<file path="src/rtl/shift_scheduler.sv">
// Game-flow FSM and shift-rate scheduler for the object shifter.
// Optional feature macro: SHIFT_SCHED_PAUSE_EN enables the Pause input and the PAUSED state.
module shift_scheduler #(
  parameter int unsigned PERIOD_INIT      = 50_000_000,
  parameter int unsigned PERIOD_MIN       = 5_000_000,
  parameter int unsigned PERIOD_STEP      = 2_500_000,
  parameter int unsigned DODGES_PER_LEVEL = 8,
  parameter int unsigned CNT_W            = 26
) (
  input  logic        clk,
  input  logic        rst,
  input  logic        Start,
  input  logic        Pause,
  input  logic        Collision,
  input  logic        DebrisDodge,
  output logic        ShiftPulse,
  output logic        ObjShifterEnable,
  output logic [3:0]  Level,
  output logic [13:0] Score,
  output logic        GameOver,
  output logic [1:0]  DbgState
);

  // Handshake: there is none; Start/Pause/DebrisDodge are single-cycle strobes sampled
  // on every rising edge, Collision is a level, and every output is a registered value.

  typedef enum logic [1:0] {
    IDLE   = 2'd0,
    RUN    = 2'd1,
    PAUSED = 2'd2,
    OVER   = 2'd3
  } state_t;

  localparam int unsigned DW = $clog2(DODGES_PER_LEVEL + 1);
  localparam logic [CNT_W-1:0] P_INIT = CNT_W'(PERIOD_INIT);
  localparam logic [CNT_W-1:0] P_MIN  = CNT_W'(PERIOD_MIN);
  localparam logic [CNT_W-1:0] P_STEP = CNT_W'(PERIOD_STEP);
  localparam logic [DW-1:0]    D_LAST = DW'(DODGES_PER_LEVEL - 1);

`ifdef SHIFT_SCHED_PAUSE_EN
  localparam bit PAUSE_EN = 1'b1;
`else
  localparam bit PAUSE_EN = 1'b0;
`endif

  state_t           state, stateNext;
  logic [CNT_W-1:0] cnt, cntNext;
  logic [CNT_W-1:0] period, periodNext;
  logic [DW-1:0]    dodgeCnt, dodgeNext;
  logic [3:0]       levelNext;
  logic [13:0]      scoreNext;
  logic             pulseNext;
  logic             pauseReq;
  logic [CNT_W:0]   periodDiff;

  assign pauseReq   = PAUSE_EN && Pause;
  // One extra bit so a step larger than the current period shows up as a borrow.
  assign periodDiff = {1'b0, period} - {1'b0, P_STEP};

  always_ff @(posedge clk or posedge rst) begin
    if (rst) begin
      state            <= IDLE;
      cnt              <= '0;
      period           <= P_INIT;
      dodgeCnt         <= '0;
      Level            <= '0;
      Score            <= '0;
      ShiftPulse       <= 1'b0;
      ObjShifterEnable <= 1'b0;
      GameOver         <= 1'b0;
      DbgState         <= IDLE;
    end else begin
      state            <= stateNext;
      cnt              <= cntNext;
      period           <= periodNext;
      dodgeCnt         <= dodgeNext;
      Level            <= levelNext;
      Score            <= scoreNext;
      ShiftPulse       <= pulseNext;
      ObjShifterEnable <= (stateNext != IDLE);
      GameOver         <= (stateNext == OVER);
      DbgState         <= stateNext;
    end
  end

  // The pulse register lines up with the cycle the count reads 0, so the fire decision
  // is taken on the edge where the count steps 1->0; Collision/Pause on that edge cancel it.
  always_comb begin
    stateNext  = state;
    cntNext    = cnt;
    periodNext = period;
    dodgeNext  = dodgeCnt;
    levelNext  = Level;
    scoreNext  = Score;
    pulseNext  = 1'b0;
    case (state)
      IDLE: begin
        if (Start) begin
          stateNext = RUN;
          cntNext   = P_INIT - CNT_W'(1);
        end
      end
      RUN: begin
        cntNext = (cnt == '0) ? period - CNT_W'(1) : cnt - CNT_W'(1);
        if (Collision)     stateNext = OVER;
        else if (pauseReq) stateNext = PAUSED;
        else               pulseNext = (cnt == CNT_W'(1));
      end
      PAUSED: begin
        if (pauseReq) begin
          stateNext = RUN;
          pulseNext = (cnt == '0);
        end
      end
      OVER: begin
        if (Start) stateNext = IDLE;
      end
      default: stateNext = IDLE;
    endcase

    if ((state == RUN || state == PAUSED) && DebrisDodge) begin
      if (Score != 14'd9999) scoreNext = Score + 14'd1;
      if (dodgeCnt == D_LAST) begin
        dodgeNext = '0;
        if (Level != 4'd15) levelNext = Level + 4'd1;
        if (periodDiff[CNT_W] || (periodDiff[CNT_W-1:0] < P_MIN)) periodNext = P_MIN;
        else                                                      periodNext = periodDiff[CNT_W-1:0];
      end else begin
        dodgeNext = dodgeCnt + DW'(1);
      end
    end

    if (stateNext == IDLE) begin
      cntNext    = '0;
      periodNext = P_INIT;
      dodgeNext  = '0;
      levelNext  = '0;
      scoreNext  = '0;
    end
  end

endmodule

</file>
<file path="config.mk">
export PLATFORM = sky130hd
export DESIGN_NAME = shift_scheduler
export DESIGN_NICKNAME = d
export VERILOG_FILES = /design/src/rtl/shift_scheduler.sv
export SDC_FILE = /design/constraint.sdc
export NUM_CORES = 1
export LEC_CHECK = 0
export ABC_AREA = 0
export CAP_MARGIN = 20
export CORE_ASPECT_RATIO = 1.25
export CORE_UTILIZATION = 40
export CTS_BUF_LIST = sky130_fd_sc_hd__clkbuf_16
export CTS_CLUSTER_DIAMETER = 100
export DETAILED_ROUTE_END_ITERATION = 10
export PLACE_DENSITY_LB_ADDON = 0.2
export SYNTH_ARGS = -nofsm -noshare
export SYNTH_HDL_FRONTEND = slang
export SYNTH_SLANG_ARGS = --single-unit
</file>
<file path="constraint.sdc">
create_clock -name clk -period 4.1 [get_ports clk]
set_input_delay 0.82 -clock clk [delete_from_list [all_inputs] [get_ports clk]]
set_output_delay 0.82 -clock clk [all_outputs]
set_load 0.03 [all_outputs]
</file>
==> metrics, run 1 <==
Yosys top cell area share 30.7%; Hold Path Stages 2; Final Critical Period 3.64 ns; Pint 2.27 mW; Critical Path Max Stage Delay approximately 0.50 ns; Crit Path Class register to register; Worst R2R Path Depth 11; Clock Tree Buf Depth 2; max-cap viol count 0; Worst Skew 0.00651 ns; Post-CTS Hold Buffers 0; post-detail-place hpwl 8780 um; die height around 130 um; Synth cell types 70; largest net degree at the start of global routing 41; Final Util 46.9%; top post-synthesis cells by area dfrtp_1, dfstp_2, nor2_1; Flop pwr share 33.7%; PortBufs 27; dominant synthesized flop cell dfrtp_1; Psw ~2.0 mW; Core Area 12200 um2; initial drt markers 263; FF-to-FF Start period[5]; number of synthesized flops with an enable pin 0; Sw Share 46.8%; Total GRT Usage 20.7%; setup bufs post-CTS 0; Critical-path top delay cell o41ai_1; Antenna diodes 0; RSZ-0062 raised after global routing no; Fin Setup TNS 0 ns; initial core utilization 41.3%; commonest non-fill, non-tap cell in the layout nor2_1; H-tree depth 3; post-synthesis async set-or-reset flop share 100%; Fill cells 1186; Worst EP arrival 3.90 ns; Clock Power Share 17.1%; Routed WL per cell 16.2 um; Reg clk slew, reported paths approximately 0.06 ns; Mapped Nets 629; first-pass detailed-route iteration total 5; CP Max Fanout 11; status finished, final reports clean; most frequent cells in the layout nor2_1, dfrtp_1, o21ai_0, a21oi_1, nand2_1; synthesized area per cell 8.25 um2; flop-to-flop setup slack roughly 0.46 ns; fmax 0.275 GHz; Detailed Route WL about 13000 um; CTS tree yes; IO Count 29; Syn Inst Count 612; initial antenna violation count 0; gpl congestion roughly 0.86; CP required 4.36 ns; number of gates resized after CTS 0; synthesized cell area between 5000 and 6000 um2; fin crit share 88.7%; die width ~100 um; combinational share of power 49.2%; sequential share of the synthesized area 37.0%; Pwr Density around 740 nW/um2; Worst Max-Slew Pin Slew 0.944 ns; hold crit path type register to register; worst ir drop on vdd 0.272 mV; GRT Residual Overflow 0; die area 13100 um2; Clock Latency Late Sink 0.34 ns; WP buf/inv 1; FF-to-FF End period[12]; DRC errors left 0; Root Driver clkbuf_16; relative slew slack between 30 and 40%; area leader, netlist dfrtp_1; delay-heaviest family, CP compound AO/OA/AOI/OAI gates; row cnt 45; Inst Count DP 771; nets 636; synthesis-to-finish area growth 13.4%; critical-path cell list inv_1, ha_1, and3b_1, o21ai_0, xnor2_1, a2111oi_0, o41ai_1, o211ai_1, a311oi_4, nor2_2, a221o_1; FF+latch count, synth between 70 and 80; synth warn 0; Lkg Pwr 2.20 nW; Critical Path End Type register; clock sinks 74; stages on the worst setup path 11; crit start category register; worst min-delay path startpoint cnt[17]; vias in the first global route 4346; Final Hold Viols 0; final non-filler cell total slightly below 800; Detail Route Antenna Nets 0; Hold Path End cnt[17]; vias per cell 5.86; Final Max Tran Viols 0; share of cells above drive strength 1 under 10%; CTS Buf Count 9; vias 4615; Final setup viols 0; first-pass GRT wire length roughly 21000 um; total power 4.26 mW
## metal layers
layer / GRT usage [%] / wire [um]
met1: 26.4 / 5600
met2: 34.2 / 6290
met3: 4.16 / 586
met4: 7.98 / 260
met5: 0 / 0
## final cells by class
class                      instances  area [um2]  share of cell area (%)
timing repair buffer              38         375                    6.56
sequential                        74        1870                    32.6
clock buffer                       9         225                    3.93
clock inverter                     7        45.0                   0.787
multi-input combinational        472        2920                    51.0
tap                              164         205                    3.58
inverter                          24        90.1                    1.57
## state kept, by name (all words and copies together), names as in the netlist
register / flops
ObjShifterEnable: 1
cnt: 26
state: 2
ShiftPulse: 1
GameOver: 1
Score: 14
dodgeCnt: 4
Level: 4
period: 21
## worst max-delay path by stage
stage          startpoint          to  slack (ns)
2_1_floorplan   period[5]  period[12]        1.01
3_3_place_gp    period[5]  period[12]        0.50
3_5_place_dp    period[5]  period[18]        0.42
4_1_cts         period[5]  period[18]        0.42
5_1_grt         period[5]  period[18]        0.16
6_report        period[5]  period[12]        0.46
## cell usage after synthesis (6+ instances only)
master / instances
nor2_1: 78
dfrtp_1: 62
o21ai_0: 49
a21oi_1: 47
nand2_1: 41
clkbuf_1: 30
inv_1: 23
nor3_1: 23
xnor2_1: 20
nand3_1: 18
xor2_1: 17
or3_1: 14
dfstp_2: 12
ha_1: 11
o21ai_1: 9
o31ai_1: 8
or2_2: 8
a221o_1: 7
and2_1: 7
nand2b_1: 7
nand4_1: 7
nor4_1: 7
buf_1: 6
o41ai_1: 6
## power by group through the flow
| stage | registers [mW] | logic, mW | clock network (mW) |
|---|---|---|---|
| after floorplan | 1.28 | 1.67 | 0 |
| after global placement | 1.42 | 2.03 | 0 |
| after detailed placement | 1.43 | 2.09 | 0 |
| after CTS | 1.43 | 2.09 | 0.749 |
| after global routing | 1.49 | 2.34 | 0.785 |
| final | 1.44 | 2.10 | 0.731 |
## kinds of logic after synthesis
kind of cell | count (synthesis) | synth area share, %
simple gates | 238 | 23.4
buf+inv | 66 | 5.35
compound gates | 179 | 23.6
fa+ha+maj | 11 | 2.73
xor+xnor | 37 | 6.42
mux | 7 | 1.54
flops | 74 | 37.0
## worst min-delay path: cells and delay by family (launching register included)
kind               cells  cell delay, ns
and+or+nand+nor        1            0.07
AOI/OAI and AO/OA      1            0.06
DFF                    1            0.34
## through the flow
| stage | setup slack [ns] | cell area (um2) | hold slack [ns] |
|---|---|---|---|
| 6_report | 0.464 | 5730 | 0.512 |
| 5_1_grt | 0.160 | 5730 | 0.534 |
| 4_1_cts | 0.423 | 5720 | 0.513 |
| 3_5_place_dp | 0.423 | 5450 | 0.493 |
| 3_3_place_gp | 0.497 | 5450 | 0.484 |
| 2_1_floorplan | 1.01 | 5050 | 0.464 |
No activity file was read; power rests on OpenSTA's default activity.
==> run 2, diff against run 1 <==
--- a/config.mk
+++ b/config.mk
@@ -8,11 +8,12 @@
 export ABC_AREA = 0
 export CAP_MARGIN = 20
 export CORE_ASPECT_RATIO = 1.25
-export CORE_UTILIZATION = 40
+export CORE_UTILIZATION = 35
 export CTS_BUF_LIST = sky130_fd_sc_hd__clkbuf_16
 export CTS_CLUSTER_DIAMETER = 100
 export DETAILED_ROUTE_END_ITERATION = 10
 export PLACE_DENSITY_LB_ADDON = 0.2
+export SKIP_CTS_REPAIR_TIMING = 1
 export SYNTH_ARGS = -nofsm -noshare
 export SYNTH_HDL_FRONTEND = slang
 export SYNTH_SLANG_ARGS = --single-unit
==> constraint.sdc (replaced) <==
create_clock -name clk -period 4.5 [get_ports clk]
set_input_delay 0.9 -clock clk [delete_from_list [all_inputs] [get_ports clk]]
set_output_delay 0.9 -clock clk [all_outputs]
set_load 0.03 [all_outputs]
==> metrics, run 2 (synthesis gave the netlist of run 1 again) <==
status finished, final reports clean; Crit Path Class register to register; combinational share of power 47.6% (-1.6 points); relative slew slack 39.3% (+2.3 points); most frequent cells in the layout nor2_1, dfrtp_1, o21ai_0, a21oi_1, nand2_1; die height 136 um (+6.8%); largest net degree at the start of global routing 35 (-15%); fin crit share 87.0% (-1.7 points); crit start category register; post-detail-place hpwl 9060 um (+3.2%); CP required 4.77 ns (+0.41 ns); Root Driver clkbuf_16; Antenna diodes 0 (unchanged); Detail Route Antenna Nets 0 (unchanged); Pint 2.17 mW (-4.2%); first-pass detailed-route iteration total 5 (unchanged); Final Max Tran Viols 0 (unchanged); Final Hold Viols 0 (unchanged); most frequent CP cell o21ai_0; Core Area 13900 um2 (+14%); vias 4501 (-2.5%); Worst Max-Slew Pin Slew 0.902 ns (-0.0423 ns); design area 5760 um2 (+0.57%); initial drt markers 314 (+19%); die area 14900 um2 (+14%); Post-DP Area 5440 um2 (-0.21%); CTS Buf Count 9 (unchanged); Detailed Route WL 13200 um (+3.8%); CP Max Fanout 14 (+3); Fin Setup TNS 0 ns (unchanged); Final Util 41.3% (-5.5 points); max FFs per register 26 (unchanged); vias in the first global route 4279 (-1.5%); Psw 1.82 mW (-8.6%); RSZ-0062 raised after global routing no; DRC errors left 0 (unchanged); Final Critical Period 3.91 ns (+0.278 ns); fmax 0.255 GHz (-7.1%); Pwr Density 694 nW/um2 (-6.8%); Sw Share 45.6% (-1.2 points); row cnt 48 (+6.7%); Fill cells 1429 (+20%); Lkg Pwr 2.22 nW (+0.78%); initial antenna violation count 0 (unchanged); CTS tree yes; Critical-path top delay cell a311oi_4; GRT Residual Overflow 0 (unchanged); synthesis-to-finish area growth 14.1%; vias per cell 5.64 (-3.7%); share of cells above drive strength 1 9.47% (+0.015 points); biggest regs cnt (26), period (21), Score (14); Routed WL per cell 16.6 um (+2.5%); Clock Tree Buf Depth 2 (unchanged); commonest non-fill, non-tap cell in the layout nor2_1; initial core utilization 36.2% (-5.1 points); Worst EP arrival 4.18 ns (+0.28 ns); Total GRT Usage 18.9% (-1.9 points); IO Count 29 (unchanged); die width 109 um (+6.8%); critical-path cell list inv_1, ha_1, and3b_1, o21ai_0, xnor2_1, a2111oi_0, o41ai_1, o211ai_1, a311oi_4, buf_4, o21ai_0, a221o_1; Worst Skew 0.00935 ns (+0.00284 ns); gpl congestion 0.802 (-6.4%); Critical Path End Type register; Min Hold Slack 0.521 ns (+0.00899 ns); worst ir drop on vdd 0.367 mV (+35%); first-pass GRT wire length 21900 um (+2.7%); Reg clk slew, reported paths 0.06 ns (about the same); clock sinks 74 (unchanged); PortBufs 27 (unchanged); nets 635 (-0.16%); Flop pwr share 32.7% (-1.0 points); Critical Path Max Stage Delay 0.52 ns (+0.02 ns); hold crit path type register to register; Clock Latency Late Sink 0.35 ns (about the same); Final setup viols 0 (unchanged); Biggest register cnt; max-cap viol count 0 (unchanged); Clock Power Share 19.8% (+2.7 points); H-tree depth 3 (unchanged)
run 2: cell types whose count changed in the layout (fill, tap and decap cells not counted), sizes merged:
cell,change
bufinv,+2
clkinv,-2
clkbuf,-1
clkinvlp,-1
inv,+1
run 2: worst paths after layout:
check                      startpoint          to  slack, ns  cells after the start
setup / recovery            period[5]  period[12]       0.59                     12
hold / removal                cnt[16]     cnt[16]       0.52                      2
setup reg to reg            period[5]  period[12]       0.59                     12
hold reg to reg               cnt[16]     cnt[16]       0.52                      2
max in group asynchronous         rst    state[0]       2.56                      3
min in group asynchronous         rst    Level[2]       1.01                      2
run 2: final cells by class:
class                           count  area (um2)  share of cell area [%]
Clock buffer                        9         225                    3.91
Clock inverter                      7        93.8                    1.63
Inverter                           24        90.1                    1.56
Multi-Input combinational cell    472        2920                    50.7
Sequential cell                    74        1870                    32.4
Tap cell                          175         219                    3.80
Timing Repair Buffer               37         345                    6.00
run 2: metal layers:
layer	wire length, um	share of wire [%]	track usage [%]	vias to the layer above
met3	416	3.1	2.30	15
met1	6080	46	25.0	2177
met2	6470	49	30.9	83
met4	246	1.9	7.56	0
li1	-	-	-	2226
met5	0	0	0	-
run 2: critical path: cells and delay by family (launching register included):
family | cells | cell delay (ns)
AOI/OAI and AO/OA | 7 | 2.08
xor gates and xnor gates | 1 | 0.16
adders and majority gates | 1 | 0.41
buffers and inverters | 2 | 0.45
DFF | 1 | 0.44
and+or+nand+nor | 1 | 0.30
run 2: power by group through the flow:
stage / logic [mW] / clock network (mW) / registers [mW]
2_1_floorplan: 1.52 / 0 / 1.17
3_3_place_gp: 1.87 / 0 / 1.30
3_5_place_dp: 1.90 / 0 / 1.31
4_1_cts: 1.91 / 0.804 / 1.30
5_1_grt: 2.12 / 0.827 / 1.35
6_report: 1.90 / 0.790 / 1.31
run 2: metrics by stage:
stage	instances	power (mW)	setup slack (ns)
after floorplan	612	2.68	1.41
after global placement	782	3.17	0.653
after detailed placement	782	3.21	0.626
after CTS	798	4.01	0.596
after global routing	798	4.30	0.340
final	798	4.00	0.586
==> edit 1, RTL diff (flow settings as in run 1) <==
The option `SHIFT_SCHED_PAUSE_EN` is turned on by a define.
--- a/src/rtl/shift_scheduler.sv
+++ b/src/rtl/shift_scheduler.sv
@@ -1,5 +1,7 @@
 // Game-flow FSM and shift-rate scheduler for the object shifter.
 // Optional feature macro: SHIFT_SCHED_PAUSE_EN enables the Pause input and the PAUSED state.
+`define SHIFT_SCHED_PAUSE_EN
+
 module shift_scheduler #(
   parameter int unsigned PERIOD_INIT      = 50_000_000,
   parameter int unsigned PERIOD_MIN       = 5_000_000,
Behaviour: not the same (Yosys sat finds a counterexample within 4 cycles, from zero or initial values and one cycle with rst high).
==> edit 1 against run 1 <==
Worst setup slack improved by 79 ps. Total power decreased by 21%. Worst hold slack got worse by 14 ps. Combinational power decreased by 31%. Sequential cell count unchanged. Routed wire length increased by 5.8%. Cell area increased by 2.3%. Area after synthesis increased by 1.5%. Critical path type unchanged.
==> edit 1: results (changes against run 1) <==
* Outcome: completed
* Slowest cell on the critical path: or4_1
* Met1 WL at 6.174 mm (+10%)
* Placed Area at 0.005515 sq mm (+1.2%)
* Met3 Wirelength at 562 um (-4.1%)
* Pre-Repair DR Iteration Count at 4 (-1)
* CTS clk-pin slew, worst paths at 60 ps (about the same)
* Share of cells above drive strength 1 at 8.199% (-1.3 points)
* CTS Root Cell: clkbuf_16
* Placer Congestion at 0.8947 (+4.4%)
* Leak pwr at 2.334 nW (+6.0%)
* Largest net degree at the start of global routing at 48 (+17%)
* R2R Path End: period[13]
* Antenna violations before repair at 0 (unchanged)
* Avg Cell Area, Syn at 8.345 sq um (+1.2%)
* Slowest stage delay, CP at 500 ps (about the same)
* Post-synth top cells: nor2_1 (63), dfrtp_1 (62), a21oi_1 (44)
* Final wirelength at 13.47 mm (+5.8%)
* Worst hold path depth at 1 (-1)
* Met2 wire length at 6.475 mm (+3.0%)
* Cell depth of the worst flop-to-flop path at 10 (-1)
* Nets at 635 (-0.16%)
* Yosys warns at 0 (unchanged)
* Worst Hold Class: flop to flop
* CTS Buf Count at 9 (unchanged)
* Total global-route track usage at 21.61% (+0.86 points)
* Layout Cells excl Fill at 786 (-0.25%)
* Worst Hold Launch: cnt[18]
* Dominant cells by area after synthesis: dfrtp_1 (30%), dfstp_2 (6.2%), nor2_1 (4.6%), a21oi_1 (4.3%), xnor2_1 (3.8%)
* Hold_ws at 497.5 ps (-14.20 ps)
* WP data arrival at 3820 ps (-80 ps)
* GR Util met3 at 2.988% (-1.2 points)
* CP max FO at 14 (+3)
* Worst rel slew slack at 43.83% (+6.8 points)
* Met1 Resource Use GR at 29.88% (+3.5 points)
* Htree depth at 3 (unchanged)
* Net Count, Synth at 631 (+0.32%)
* Register area share after synthesis at 36.43% (-0.55 points)
* Layout fillers at 1209 (+1.9%)
* P&R area growth vs syn at 14.29%
* Vias in the first global route at 4455 (+2.5%)
* Initial drt markers at 260 (-1.1%)
* First-pass GRT wire length at 22.47 mm (+5.4%)
* Post-CTS Setup Inserts at 0 (unchanged)
* Max VDD drop at 0.3731 mV (+37%)
* Internal power at 1.951 mW (-14%)
* Hold Path End: cnt[18]
* CP top delay family: simple AND/OR/NAND/NOR gates
* Clock Skew at 3.368 ps (-3.141 ps)
* Asr flop ratio synth at 100.0% (unchanged)
* Setup WS pre-CTS at 576.9 ps (+154.0 ps)
* Via count at 4715 (+2.2%)
* Detailed placement HPWL at 9.345 mm (+6.4%)
* IO buf count at 28 (+3.7%)
* Worst reg2reg setup slack at 540 ps (+80 ps)
* Met2 Usage GRT at 33.96% (-0.24 points)
* Distinct cells, synth at 75 (+7.1%)
* Post_cts resized at 0 (unchanged)
==> edit 1: cell count changes in the layout (fill, tap and decap cells not counted), sizes merged, moves of 5 or more <==
cell	before	now
a211oi	2	9
a31oi	5	14
inv	24	19
nor2	79	63
nor3	23	34
o21ai	58	40
o221ai	0	5
o41ai	7	1
or4	2	8
==> edit 1: area by class of cell <==
type                            count  share of cell area (%)
Inverter                           18                   1.154
Clock inverter                      6                   1.966
Clock buffer                        9                   3.846
Sequential cell                    74                   31.88
Multi-Input combinational cell    475                   51.11
Timing Repair Buffer               40                   6.538
Tap cell                          164                   3.504
==> edit 1: worst max-delay path by stage <==
stage / startpoint / to / slack, ps / depth (start not counted)
3_3_place_gp: period[5] / period[13] / 670 / 10
4_1_cts: period[5] / period[17] / 550 / 10
5_1_grt: period[5] / period[18] / 260 / 10
6_report: period[5] / period[13] / 540 / 10
2_1_floorplan: period[5] / period[13] / 1100 / 13
3_5_place_dp: period[5] / period[17] / 580 / 10
==> edit 1: power by group through the flow <==
stage	registers [mW]	logic, mW	clock network (mW)
2_1_floorplan	1.02	0.981	0
5_1_grt	1.01	1.60	0.960
6_report	0.987	1.45	0.918
4_1_cts	0.986	1.45	0.932
3_5_place_dp	0.999	1.44	0
3_3_place_gp	0.995	1.42	0
==> edit 1: cell families (layout without fill, tap and decap cells) <==
group | Yosys count | after routing | synth area share, %
flip-flops | 74 | 74 | 36.43
XOR/XNOR | 43 | 43 | 7.350
multiplexers | 5 | 5 | 1.026
AND/OR/NAND/NOR | 239 | 239 | 23.64
buffers and inverters | 65 | 73 | 5.397
AO/OA/AOI/OAI | 177 | 177 | 23.47
adder cells (fa/ha/maj) | 11 | 11 | 2.686
==> edit 2, RTL diff (settings of run 1) <==
Without the edit above. Compare `dodgeCnt` against `D_LAST` with >= in place of ==.
--- a/src/rtl/shift_scheduler.sv
+++ b/src/rtl/shift_scheduler.sv
@@ -120,7 +120,7 @@
 
     if ((state == RUN || state == PAUSED) && DebrisDodge) begin
       if (Score != 14'd9999) scoreNext = Score + 14'd1;
-      if (dodgeCnt == D_LAST) begin
+      if (dodgeCnt >= D_LAST) begin
         dodgeNext = '0;
         if (Level != 4'd15) levelNext = Level + 4'd1;
         if (periodDiff[CNT_W] || (periodDiff[CNT_W-1:0] < P_MIN)) periodNext = P_MIN;
Function: same outputs for any inputs over 10 cycles, from zero or initial values and one cycle with rst high; that may be too few to reach the edited logic, so the function may still have changed.
==> edit 2 against run 1 <==
Routed wire length up 6.3%. Non-clock buffer count up 4. Cell area up 1.1%. Area after synthesis up 0.67%. Worst setup slack better by 81 ps. Clock skew up 0.51 ps. Critical path depth unchanged. Sequential power down 19%. Sequential cell count unchanged. Total power down 15%. Critical endpoint is now period[9].
==> edit 2: results (changes against run 1) <==
* Clk_lat worst skew at 340 ps (about the same)
* Leak pwr at 2.332 nW (+5.9%)
* Pwr/cell area at 625.6 mW/mm^2 (-16%)
* Layout fillers at 1257 (+6.0%)
* Distinct cells, synth at 71 (+1.4%)
* Register area share after synthesis at 36.74% (-0.25 points)
* Total global-route track usage at 21.93% (+1.2 points)
* Largest net degree at the start of global routing at 39 (-4.9%)
* Ant diodes at 0 (unchanged)
* Via count at 4807 (+4.2%)
* Detailed placement HPWL at 9.460 mm (+7.7%)
* Vias in the first global route at 4599 (+5.8%)
* IO buf count at 27 (unchanged)
* Net Count, Synth at 641 (+1.9%)
* Ys flop type: dfrtp_1
* Yosys warns at 0 (unchanged)
* Nets at 655 (+3.0%)
* Clock Skew at 7.020 ps (+0.5108 ps)
* Post-synth top cells: nor2_1 (68), dfrtp_1 (62), nand2_1 (55)
* Top Registers: cnt: 26 flops, period: 21 flops, Score: 14 flops
* Outcome: completed
* Switching Share at 45.40% (-1.4 points)
* WP data arrival at 3830 ps (-70 ps)
* Initial drt markers at 389 (+48%)
* Dominant cells by area after synthesis: dfrtp_1 (31%), dfstp_2 (6.2%), nor2_1 (5.0%), o21ai_0 (4.4%), nand2_1 (4.1%)
* Avg WL per Cell at 16.78 um (+3.8%)
* Max VDD drop at 0.2584 mV (-4.9%)
* Combinational fraction of design power at 47.1% (-2.1 points)
* Setup WS pre-CTS at 627.8 ps (+204.9 ps)
* Buffer levels on the longest clock path at 2 (unchanged)
* Reg power frac at 32.3% (-1.4 points)
* First-pass GRT wire length at 22.74 mm (+6.6%)
* Asr flop ratio synth at 100.0% (unchanged)
* Share of cells above drive strength 1 at 9.020% (-0.43 points)
* CP max FO at 12 (+1)
* Placer Congestion at 0.8973 (+4.7%)
* Actual slew at the worst max-slew pin at 791.4 ps (-152.7 ps)
==> edit 2: cell types whose count changed after synthesis, sizes merged, moves of 7 or more <==
cell | before | now
nand2 | 41 | 55
nor4 | 8 | 19
nand3 | 18 | 25
a21oi | 47 | 40
a221o | 7 | 0
a31oi | 5 | 25
o41ai | 7 | 0
o21ai | 58 | 46
nor2 | 79 | 68
==> edit 2: stage by stage <==
stage | std cells | instance area, sq um | hold WS, ps
CTS | 807 | 5789 | 491.3
global placement | 791 | 5509 | 467.8
finish | 807 | 5789 | 486.2
global route | 807 | 5789 | 521.4
detailed placement | 791 | 5509 | 478.1
floorplan | 624 | 5081 | 443.0
==> edit 2: logic make-up (layout without fill, tap and decap cells) <==
| group | after synthesis | count (layout) | synth area share (%) |
|---|---|---|---|
| AO/OA/AOI/OAI | 176 | 176 | 22.83 |
| XOR/XNOR | 39 | 39 | 6.723 |
| adder cells (fa/ha/maj) | 11 | 11 | 2.709 |
| buffers and inverters | 67 | 86 | 5.467 |
| flip-flops | 74 | 74 | 36.74 |
| multiplexers | 5 | 5 | 1.010 |
| AND/OR/NAND/NOR | 252 | 252 | 24.53 |
==> edit 2: final timing paths <==
| kind | depth (start not counted) | slack, ps | end | start |
|---|---|---|---|---|
| max reg2reg | 11 | 550 | period[9] | period[5] |
| min | 2 | 490 | cnt[11] | cnt[11] |
| min in group asynchronous | 2 | 950 | dodgeCnt[2] | rst |
| min reg2reg | 2 | 490 | cnt[11] | cnt[11] |
| max | 11 | 550 | period[9] | period[5] |
| max in group asynchronous | 3 | 2410 | period[7] | rst |
==> edit 2: layout make-up <==
| class | count | area (sq um) | area share (%) |
|---|---|---|---|
| Multi-Input combinational cell | 483 | 2937 | 50.72 |
| Sequential cell | 74 | 1867 | 32.25 |
| Timing Repair Buffer | 42 | 395.4 | 6.829 |
| Clock buffer | 9 | 225.2 | 3.890 |
| Tap cell | 164 | 205.2 | 3.544 |
| Inverter | 28 | 105.1 | 1.815 |
| Clock inverter | 7 | 55.05 | 0.9509 |
==> edit 2: critical path, stage by stage (launching register included) <==
cell	delay [ps]
dfrtp_1	530
inv_1	140
ha_1	230
and4b_1	310
nor2_1	110
o31a_1	350
or4b_1	490
a31o_1	240
a311o_1	460
buf_4	250
a31oi_1	170
o221a_2	210
==> edit 2: routing by layer <==
| layer | wire length [um] | GRT usage, % | vias up |
|---|---|---|---|
| met5 | 0 | 0 | - |
| li1 | - | - | 2315 |
| met4 | 331 | 8.451 | 0 |
| met1 | 5970 | 28.86 | 2316 |
| met3 | 556 | 3.435 | 31 |
| met2 | 6681 | 35.92 | 145 |
